### config.mk
export PLATFORM = sky130hd
export DESIGN_NAME = noc_port_arbiter_flat
export DESIGN_NICKNAME = d
export VERILOG_FILES = /design/src/rtl/noc_port_arbiter_pkg.sv /design/src/rtl/noc_port_arbiter_if.sv /design/src/rtl/noc_port_arbiter_rr_select.sv /design/src/rtl/noc_port_arbiter.sv /design/src/flat_wrapper.sv
export SDC_FILE = /design/constraint.sdc
export NUM_CORES = 1
export LEC_CHECK = 0
export ABC_AREA = 0
export BUFFER_PORTS_ARGS = -buffer_cell sky130_fd_sc_hd__buf_2
export CAP_MARGIN = 20
export CELL_PAD_IN_SITES_DETAIL_PLACEMENT = 1
export CELL_PAD_IN_SITES_GLOBAL_PLACEMENT = 1
export CORE_MARGIN = 5
export CORE_UTILIZATION = 42
export CTS_BUF_LIST = sky130_fd_sc_hd__clkbuf_2 sky130_fd_sc_hd__clkbuf_4 sky130_fd_sc_hd__clkbuf_8
export DETAILED_ROUTE_END_ITERATION = 7
export PLACE_DENSITY = 0.85
export SETUP_SLACK_MARGIN = 0.4
export SYNTH_ARGS = -nofsm -noshare
export SYNTH_HDL_FRONTEND = slang
export SYNTH_SLANG_ARGS = --single-unit
### constraint.sdc
create_clock -name clk -period 3.1 [get_ports clk]
set_input_delay 0 -clock clk [delete_from_list [all_inputs] [get_ports clk]]
set_output_delay 0 -clock clk [all_outputs]
set_load 0.01 [all_outputs]
### src/rtl/noc_port_arbiter_pkg.sv
// noc_arb_pkg: shared types, defaults and priority helper for the NOC port arbiter.
package noc_arb_pkg;
    localparam int NUM_REQ_DEF = 4;
    localparam int MAX_FLITS_DEF = 16;
    typedef enum logic {ARB_IDLE, ARB_BUSY} arb_state_t;
    // An out-of-range index leaves the current priority untouched.
    function automatic logic [31:0] rotl_onehot(input logic [31:0] prio, input int unsigned idx,
                                                input int unsigned n = NUM_REQ_DEF);
        return (idx >= n) ? prio : (32'd1 << ((idx + 1) % n));
    endfunction
endpackage

### src/rtl/noc_port_arbiter_if.sv
// noc_port_arbiter_if: requester/downstream handshake bundle of one router output port.
import noc_arb_pkg::*;
interface noc_port_arbiter_if #(parameter int NUM_REQ = NUM_REQ_DEF);
    logic [NUM_REQ-1:0] req_i;
    logic [NUM_REQ-1:0] tail_i;
    logic               out_ready_i;
    logic [NUM_REQ-1:0] grant_o;
    logic               fire_o;
    logic               busy_o;
    logic               timeout_o;
    logic [NUM_REQ-1:0] priority_order_o;
    modport master (output req_i, tail_i, out_ready_i,
                    input grant_o, fire_o, busy_o, timeout_o, priority_order_o);
    modport slave (input req_i, tail_i, out_ready_i,
                   output grant_o, fire_o, busy_o, timeout_o, priority_order_o);
endinterface

### src/rtl/noc_port_arbiter_rr_select.sv
// rr_select: one-hot round-robin pick of the first request at or above the priority bit, with wrap.
import noc_arb_pkg::*;
module rr_select #(
    parameter int NUM_REQ = NUM_REQ_DEF
) (
    input  logic [NUM_REQ-1:0] req,
    input  logic [NUM_REQ-1:0] prio,
    output logic [NUM_REQ-1:0] gnt
);
    logic [2*NUM_REQ-1:0] dbl_req;
    logic [2*NUM_REQ-1:0] dbl_gnt;
    // Subtracting the priority bit clears everything below it in the doubled vector.
    always_comb begin
        dbl_req = {req, req};
        dbl_gnt = dbl_req & ~(dbl_req - {{NUM_REQ{1'b0}}, prio});
        gnt = dbl_gnt[NUM_REQ-1:0] | dbl_gnt[2*NUM_REQ-1:NUM_REQ];
    end
endmodule

### src/rtl/noc_port_arbiter.sv
// noc_port_arbiter: wormhole round-robin arbiter holding one output port per packet, with flit watchdog.
import noc_arb_pkg::*;
module noc_port_arbiter #(
    parameter int NUM_REQ = NUM_REQ_DEF,
    parameter int MAX_FLITS = MAX_FLITS_DEF
) (
    input logic clk,
    input logic reset,
    noc_port_arbiter_if.slave port
);
    localparam int CNT_W = $clog2(MAX_FLITS);
    arb_state_t         state_q, state_d;
    logic [NUM_REQ-1:0] grant_q, grant_d, prio_q, prio_d, winner;
    logic [CNT_W-1:0]   cnt_q, cnt_d;
    logic               busy_q, busy_d, timeout_q, timeout_d, fire, tail_w, last_flit;
    int unsigned        w_idx;

    rr_select #(.NUM_REQ(NUM_REQ)) u_sel (.req(port.req_i), .prio(prio_q), .gnt(winner));

    always_comb begin
        w_idx = 0;
        for (int i = 0; i < NUM_REQ; i++) if (grant_q[i]) w_idx = i;
        fire = (state_q == ARB_BUSY) & |(port.req_i & grant_q) & port.out_ready_i;
        tail_w = |(port.tail_i & grant_q);
        last_flit = cnt_q == CNT_W'(MAX_FLITS - 1);
        state_d = state_q;
        grant_d = grant_q;
        prio_d = prio_q;
        cnt_d = cnt_q;
        busy_d = busy_q;
        timeout_d = 1'b0;
        if (state_q == ARB_IDLE && |port.req_i) begin
            state_d = ARB_BUSY;
            grant_d = winner;
            busy_d = 1'b1;
            cnt_d = '0;
        end else if (fire && (tail_w || last_flit)) begin
            state_d = ARB_IDLE;
            grant_d = '0;
            busy_d = 1'b0;
            timeout_d = !tail_w;
            prio_d = NUM_REQ'(rotl_onehot(32'(prio_q), w_idx, NUM_REQ));
        end else if (fire) begin
            cnt_d = cnt_q + CNT_W'(1);
        end
    end

    always_ff @(posedge clk) begin
        if (reset) begin
            state_q <= ARB_IDLE;
            grant_q <= '0;
            prio_q <= NUM_REQ'(1);
            cnt_q <= '0;
            busy_q <= 1'b0;
            timeout_q <= 1'b0;
        end else begin
            state_q <= state_d;
            grant_q <= grant_d;
            prio_q <= prio_d;
            cnt_q <= cnt_d;
            busy_q <= busy_d;
            timeout_q <= timeout_d;
        end
    end

    assign port.grant_o = grant_q;
    assign port.fire_o = fire;
    assign port.busy_o = busy_q;
    assign port.timeout_o = timeout_q;
    assign port.priority_order_o = prio_q;
endmodule

### src/flat_wrapper.sv
// flat-port wrapper written by rule: the top's interface ports become plain ports
module noc_port_arbiter_flat 
#(
    parameter int NUM_REQ = NUM_REQ_DEF,
    parameter int MAX_FLITS = MAX_FLITS_DEF
)
  (clk, reset, port_req_i, port_tail_i, port_out_ready_i, port_grant_o, port_fire_o, port_busy_o, port_timeout_o, port_priority_order_o);
  noc_port_arbiter_if #(.NUM_REQ(NUM_REQ)) port_i ();
  input logic clk;
  input logic reset;
  input wire logic [$bits(port_i.req_i)-1:0] port_req_i;
  input wire logic [$bits(port_i.tail_i)-1:0] port_tail_i;
  input wire logic [$bits(port_i.out_ready_i)-1:0] port_out_ready_i;
  output wire logic [$bits(port_i.grant_o)-1:0] port_grant_o;
  output wire logic [$bits(port_i.fire_o)-1:0] port_fire_o;
  output wire logic [$bits(port_i.busy_o)-1:0] port_busy_o;
  output wire logic [$bits(port_i.timeout_o)-1:0] port_timeout_o;
  output wire logic [$bits(port_i.priority_order_o)-1:0] port_priority_order_o;
  assign port_i.req_i = port_req_i;
  assign port_i.tail_i = port_tail_i;
  assign port_i.out_ready_i = port_out_ready_i;
  assign port_grant_o = port_i.grant_o;
  assign port_fire_o = port_i.fire_o;
  assign port_busy_o = port_i.busy_o;
  assign port_timeout_o = port_i.timeout_o;
  assign port_priority_order_o = port_i.priority_order_o;
  noc_port_arbiter #(.NUM_REQ(NUM_REQ), .MAX_FLITS(MAX_FLITS)) u_core (.clk(clk), .reset(reset), .port(port_i));
endmodule
==> results.sh, run 1 <==
export IMPL_status="finished clean"
export IMPL_place_area_sq_um=947
export IMPL_synth_flop_cell="dfxtp_1"
export IMPL_yosys_warnings=0
export IMPL_hold_path_class="input pin to register"
export IMPL_cts_resized=0
export IMPL_grt_max_degree=13
export IMPL_crit_path_start_kind="register"
export IMPL_seq_power_share=0.479
export IMPL_clock_root_buffer="clkbuf_4"
export IMPL_slew_viol_final=0
export IMPL_core_sq_um=1900
export IMPL_antenna_diode_count=0
export IMPL_track_usage=0.181
export IMPL_boundaryPins=22
export IMPL_antenna_found_initial=0
export IMPL_fin_tns_setup_ns=0
export IMPL_async_flop_share=0
export IMPL_synth_seq_cells=14
export IMPL_gp_congestion=0.822
export IMPL_path_max_fanout=4
export IMPL_p_clk_frac=0.338
export IMPL_power_internal_mw=0.286
export IMPL_fin_crit_ns=1.73
export IMPL_finClkSkew_ns=0.00244
export IMPL_route_met2_wl_um=1180
export IMPL_cts_sinks=14
export IMPL_worstPathCellList="inv_1, ha_1, a21o_1, a31oi_1, mux2i_1, a32o_2"
export IMPL_cts_setup_buffers=0
export IMPL_cts_clk_slew_worst_paths_ns=0.09
export IMPL_fmax_mhz=579
export IMPL_slew_headroom=0.710
export IMPL_drcViolationCount=0
export IMPL_powerDensity_nw_per_um2=410
export IMPL_syn2layout_area_growth_pct=21.1
export IMPL_ant_nets=0
export IMPL_hold_violations=0
export IMPL_h_tree_depth=1
export IMPL_peakVddDrop_mv=0.221
export IMPL_yosysSeqAreaShare=0.345
export IMPL_drt_initial_drc_count=18
export IMPL_grt_overflow=0
export IMPL_finalSetupViolCount=0
export IMPL_worstPathBufferInverterCount=1
export IMPL_p_leak_nw=0.424
export IMPL_comb_power_share=0.183
export IMPL_drt_first_pass_iters=4
export IMPL_tightest_slew_ns=0.433
export IMPL_synth_nets=105
export IMPL_initial_utilization=0.427
export IMPL_dp_hpwl_um=1770
export IMPL_cts_tree="yes"
export IMPL_period_share=0.557
export IMPL_slowest_stage="ha_1"
export IMPL_hold_ws_ns=0.00583
export IMPL_core_rowCount=16
export IMPL_grt_pass1_wl_um=3860
export IMPL_cts_path_max_buffers=2
export IMPL_syn_area_per_cell_sq_um=9.12
export IMPL_vias=812
export IMPL_arrival_ns=1.91
export IMPL_clk_latency_ns=0.28
export IMPL_power_mw=0.403
export IMPL_drt_wl_total_um=2260
export IMPL_final_common_cell="buf_2"
export IMPL_synth_cell_types=38
export IMPL_synth_edf_count=0
export IMPL_stdcell_area_sq_um=983
export IMPL_die_height_um=54.0
export IMPL_synth_cells=89
export IMPL_rsz0062_at_grt="no"
export IMPL_die_area_sq_um=2910
export IMPL_path_delay_family="compound AO/OA/AOI/OAI gates"
export IMPL_mostFrequentLayoutCells="buf_2 (21), dfxtp_1 (14), nor2_1 (8), nand3_1 (7), a21oi_1 (6)"
export IMPL_drv_cap=0
export IMPL_top_layer_used="met4"
export IMPL_wirelength_met1_um=934
export IMPL_wl_per_cell_um=16.2
export IMPL_max_stage_delay_ns=0.35
export IMPL_swShare=0.292
export IMPL_io_buffers=21
export IMPL_dr_wl_met3_um=127
export IMPL_cts_buffers=3
export IMPL_crit_type="register to register"
export IMPL_post_route_util=0.517
export IMPL_netSwitchingPower_mw=0.118
export IMPL_routed_via_density=5.80
export IMPL_drive_gt1_frac=0.301
export IMPL_die_width_um=54.0
export IMPL_crit_path_end_kind="register"
export IMPL_grt_pass1_vias=841
export IMPL_synthesis_area_sq_um=812
export IMPL_cts_hold_buffers=0
export IMPL_cp_required_ns=3.28
export IMPL_final_nets=130
[worst paths after layout]
path | start | endpoint | slack (ns) | cells after the start
max | u_core.port.priority_order_o[2] | u_core.port.grant_o[3] | 1.37 | 6
min | port_req_i[3] | u_core.port.grant_o[3] | 0.006 | 2
max reg2reg | u_core.port.priority_order_o[2] | u_core.port.grant_o[3] | 1.37 | 6
min reg2reg | u_core.cnt_q[3] | u_core.cnt_q[3] | 0.49 | 2
[power groups by stage]
stage	combinational, mW	clock [mW]	sequential [mW]
after floorplan	0.0430	0	0.198
after global placement	0.0705	0	0.197
after detailed placement	0.0727	0	0.197
after CTS	0.0738	0.138	0.193
after global routing	0.0812	0.147	0.195
final	0.0738	0.136	0.193
[cells by family after synthesis]
logic type | share of synthesized area
compound gates | 0.297
xor+xnor | 0.0108
fa+ha+maj | 0.0863
buf+inv | 0.0324
flops | 0.345
mux | 0.0247
simple gates | 0.203
[layout make-up]
| cell class | instances | area (sq um) |
|---|---|---|
| flip-flops and latches | 14 | 280 |
| well taps | 27 | 33.8 |
| clock buffers | 4 | 36.3 |
| repair buffers | 21 | 105 |
| multi-input cells | 68 | 505 |
| inverters | 6 | 22.5 |
| fillers | 246 | 918 |
[layer usage]
metal / vias to the layer above / track usage
met2: 17 / 0.337
li1: 393 / -
met1: 398 / 0.205
met3: 4 / 0.0388
met4: 0 / 0.0539
met5: - / 0
[cells in the mapped netlist (2+ instances only)]
| cell | count | area (sq um) |
|---|---|---|
| dfxtp_1 | 14 | 280 |
| ha_1 | 4 | 50.1 |
| nand3_1 | 7 | 35.0 |
| o211ai_1 | 2 | 15.0 |
| inv_1 | 5 | 18.8 |
| a21oi_1 | 6 | 30.0 |
| o21ai_0 | 2 | 10.0 |
| a21o_1 | 2 | 15.0 |
| nor4_1 | 2 | 12.5 |
| nor2_1 | 8 | 30.0 |
| nand2_1 | 2 | 7.51 |
| a32o_2 | 3 | 33.8 |
| o31ai_1 | 4 | 30.0 |
| mux2i_1 | 2 | 20.0 |
| or4_1 | 2 | 15.0 |
| nand2b_1 | 2 | 12.5 |
[flip-flops by register name, summed over array words and instances (netlist names)]
name                          count
u_core.cnt_q                      4
u_core.port.grant_o               4
u_core.port.priority_order_o      4
u_core.port.timeout_o             1
u_core.state_q                    1
[per-stage QoR]
step	std cells	setup WS (ns)
2_1_floorplan	89	1.50
3_3_place_gp	136	1.43
3_5_place_dp	136	1.39
4_1_cts	140	1.37
5_1_grt	140	1.27
6_report	140	1.37
Power figures use the tool's default switching activity.
==> run 2: changes to the inputs <==
--- a/config.mk
+++ b/config.mk
@@ -11,10 +11,10 @@
 export CELL_PAD_IN_SITES_DETAIL_PLACEMENT = 1
 export CELL_PAD_IN_SITES_GLOBAL_PLACEMENT = 1
 export CORE_MARGIN = 5
-export CORE_UTILIZATION = 42
+export CORE_UTILIZATION = 39
 export CTS_BUF_LIST = sky130_fd_sc_hd__clkbuf_2 sky130_fd_sc_hd__clkbuf_4 sky130_fd_sc_hd__clkbuf_8
 export DETAILED_ROUTE_END_ITERATION = 7
-export PLACE_DENSITY = 0.85
+export PLACE_DENSITY = 0.8
 export SETUP_SLACK_MARGIN = 0.4
 export SYNTH_ARGS = -nofsm -noshare
 export SYNTH_HDL_FRONTEND = slang
==> constraint.sdc (replaced) <==
create_clock -name clk -period 1.8 [get_ports clk]
set_input_delay 0 -clock clk [delete_from_list [all_inputs] [get_ports clk]]
set_output_delay 0 -clock clk [all_outputs]
set_load 0.01 [all_outputs]
==> run 2 against run 1 <==
Effect of this change: die area increased by 6.2%; critical path depth down 1; largest power group unchanged; combinational power grew 140%; sequential power increased by 72%; setup slack lost 1.1 ns; flip-flop and latch count stayed put; highest routed layer unchanged.
==> results.sh, run 2 (synthesis results as in run 1) <==
export IMPL_status="finished clean"
export IMPL_drcViolationCount=0
export IMPL_met1_usage=0.210
export IMPL_p_clk_frac=0.263
export IMPL_antenna_diode_count=0
export IMPL_final_common_cell="buf_2"
export IMPL_grt_use_met2=0.260
export IMPL_cts_clk_slew_worst_paths_ns=0.09
export IMPL_grtUsageMet3=0.0394
export IMPL_drt_initial_drc_count=8
export IMPL_slew_headroom=0.769
export IMPL_grt_max_degree=13
export IMPL_drv_cap=0
export IMPL_die_area_sq_um=3090
export IMPL_period_share=0.827
export IMPL_drive_gt1_frac=0.555
export IMPL_top_usage_layer="met2"
export IMPL_max_stage_delay_ns=0.38
export IMPL_final_nets=137
export IMPL_cts_hold_buffers=0
export IMPL_cp_required_ns=1.98
export IMPL_initial_utilization=0.410
export IMPL_wl_per_cell_um=17.7
export IMPL_hold_path_class="input pin to register"
export IMPL_min_to="u_core.port.grant_o[3]"
export IMPL_routed_via_density=5.84
export IMPL_path_max_fanout=4
export IMPL_tightest_slew_ns=0.345
export IMPL_worstPathCellList="nand2b_4, fa_2, xor2_1, o41ai_2, a32o_2"
export IMPL_die_height_um=55.6
export IMPL_min_path_cells=2
export IMPL_gp_congestion=0.889
export IMPL_rsz0062_at_grt="yes"
export IMPL_netSwitchingPower_mw=0.212
export IMPL_arrival_ns=1.67
export IMPL_hold_violations=0
export IMPL_peakVddDrop_mv=0.334
export IMPL_cts_buffers=3
export IMPL_hold_ws_ns=0.0402
export IMPL_path_delay_family="flip-flops"
export IMPL_r2r_setup_slack_ns=0.31
export IMPL_die_width_um=55.6
export IMPL_comb_power_share=0.254
export IMPL_core_sq_um=1980
export IMPL_io_buffers=21
export IMPL_crit_path_end_kind="register"
export IMPL_powerDensity_nw_per_um2=582
export IMPL_fin_tns_setup_ns=0
export IMPL_drt_wl_total_um=2590
export IMPL_post_route_util=0.593
export IMPL_grt_overflow=0
export IMPL_cts_path_max_buffers=2
export IMPL_ant_nets=0
export IMPL_cts_tree="yes"
export IMPL_fmax_mhz=671
export IMPL_syn2layout_area_growth_pct=44.8
export IMPL_p_leak_nw=0.488
export IMPL_grt_pass1_vias=892
export IMPL_power_mw=0.685
export IMPL_antenna_found_initial=0
export IMPL_boundaryPins=22
export IMPL_h_tree_depth=1
export IMPL_crit_type="register to register"
export IMPL_r2r_cells=5
export IMPL_vias=853
export IMPL_power_internal_mw=0.473
export IMPL_slowest_stage="dfxtp_4"
export IMPL_grt_pass1_wl_um=4160
export IMPL_fin_crit_ns=1.49
export IMPL_clk_latency_ns=0.28
export IMPL_worstPathBufferInverterCount=0
export IMPL_seq_power_share=0.483
export IMPL_hp_start="port_req_i[3]"
export IMPL_cts_sinks=14
export IMPL_finClkSkew_ns=0.00918
export IMPL_drt_first_pass_iters=4
export IMPL_clock_root_buffer="clkbuf_4"
export IMPL_core_rowCount=16
export IMPL_swShare=0.309
export IMPL_reg2reg_from="u_core.port.priority_order_o[0]"
export IMPL_slew_viol_final=0
export IMPL_dp_hpwl_um=1850
export IMPL_mostFrequentLayoutCells="buf_2 (20), nor2_1 (7), nand3_1 (6), buf_4 (6), dfxtp_1 (6)"
export IMPL_track_usage=0.170
export IMPL_r2r_end="u_core.port.grant_o[2]"
export IMPL_crit_path_start_kind="register"
export IMPL_finalSetupViolCount=0
## run 2: per-stage QoR
step	setup slack [ns]	cells	area [sq um]
CTS	0.243	143	1090
finish	0.311	146	1180
global route	0.257	146	1180
detailed placement	0.224	137	993
global placement	0.245	137	993
floorplan	0.354	89	851
## run 2: repair_timing
item,4_1_cts,5_1_grt
pin swaps,3,4
gates resized for setup,11,13
setup buffers,3,3
setup endpoints to repair,11,14
## run 2: worst max-delay path by stage
stage                                     from                     end  slack, ns  depth (start not counted)
3_5_place_dp   u_core.port.priority_order_o[0]  u_core.port.grant_o[2]       0.22                          6
4_1_cts        u_core.port.priority_order_o[0]  u_core.port.grant_o[2]       0.24                          6
3_3_place_gp   u_core.port.priority_order_o[0]  u_core.port.grant_o[2]       0.24                          6
5_1_grt                 u_core.port.grant_o[2]             port_fire_o       0.26                          4
6_report       u_core.port.priority_order_o[0]  u_core.port.grant_o[2]       0.31                          5
2_1_floorplan  u_core.port.priority_order_o[2]  u_core.port.grant_o[3]       0.35                          6
## run 2: routing by layer
layer / wire (um) / vias to the layer above
met5: 0 / -
met4: 51 / 0
met3: 77 / 4
met2: 1300 / 20
met1: 1160 / 419
li1: - / 410
## run 2: final cells by class
type / instances / area [sq um]
sequential: 14 / 303
fill: 226 / 806
multi-input combinational: 68 / 624
clock buffer: 3 / 22.5
inverter: 6 / 25.0
timing repair buffer: 28 / 168
tap: 27 / 33.8
## run 2: power groups by stage
stage	logic, mW	clock network (mW)	registers, mW
final	0.174	0.180	0.331
after global routing	0.188	0.208	0.333
after CTS	0.156	0.187	0.335
after detailed placement	0.133	0	0.343
after global placement	0.129	0	0.342
after floorplan	0.0809	0	0.343
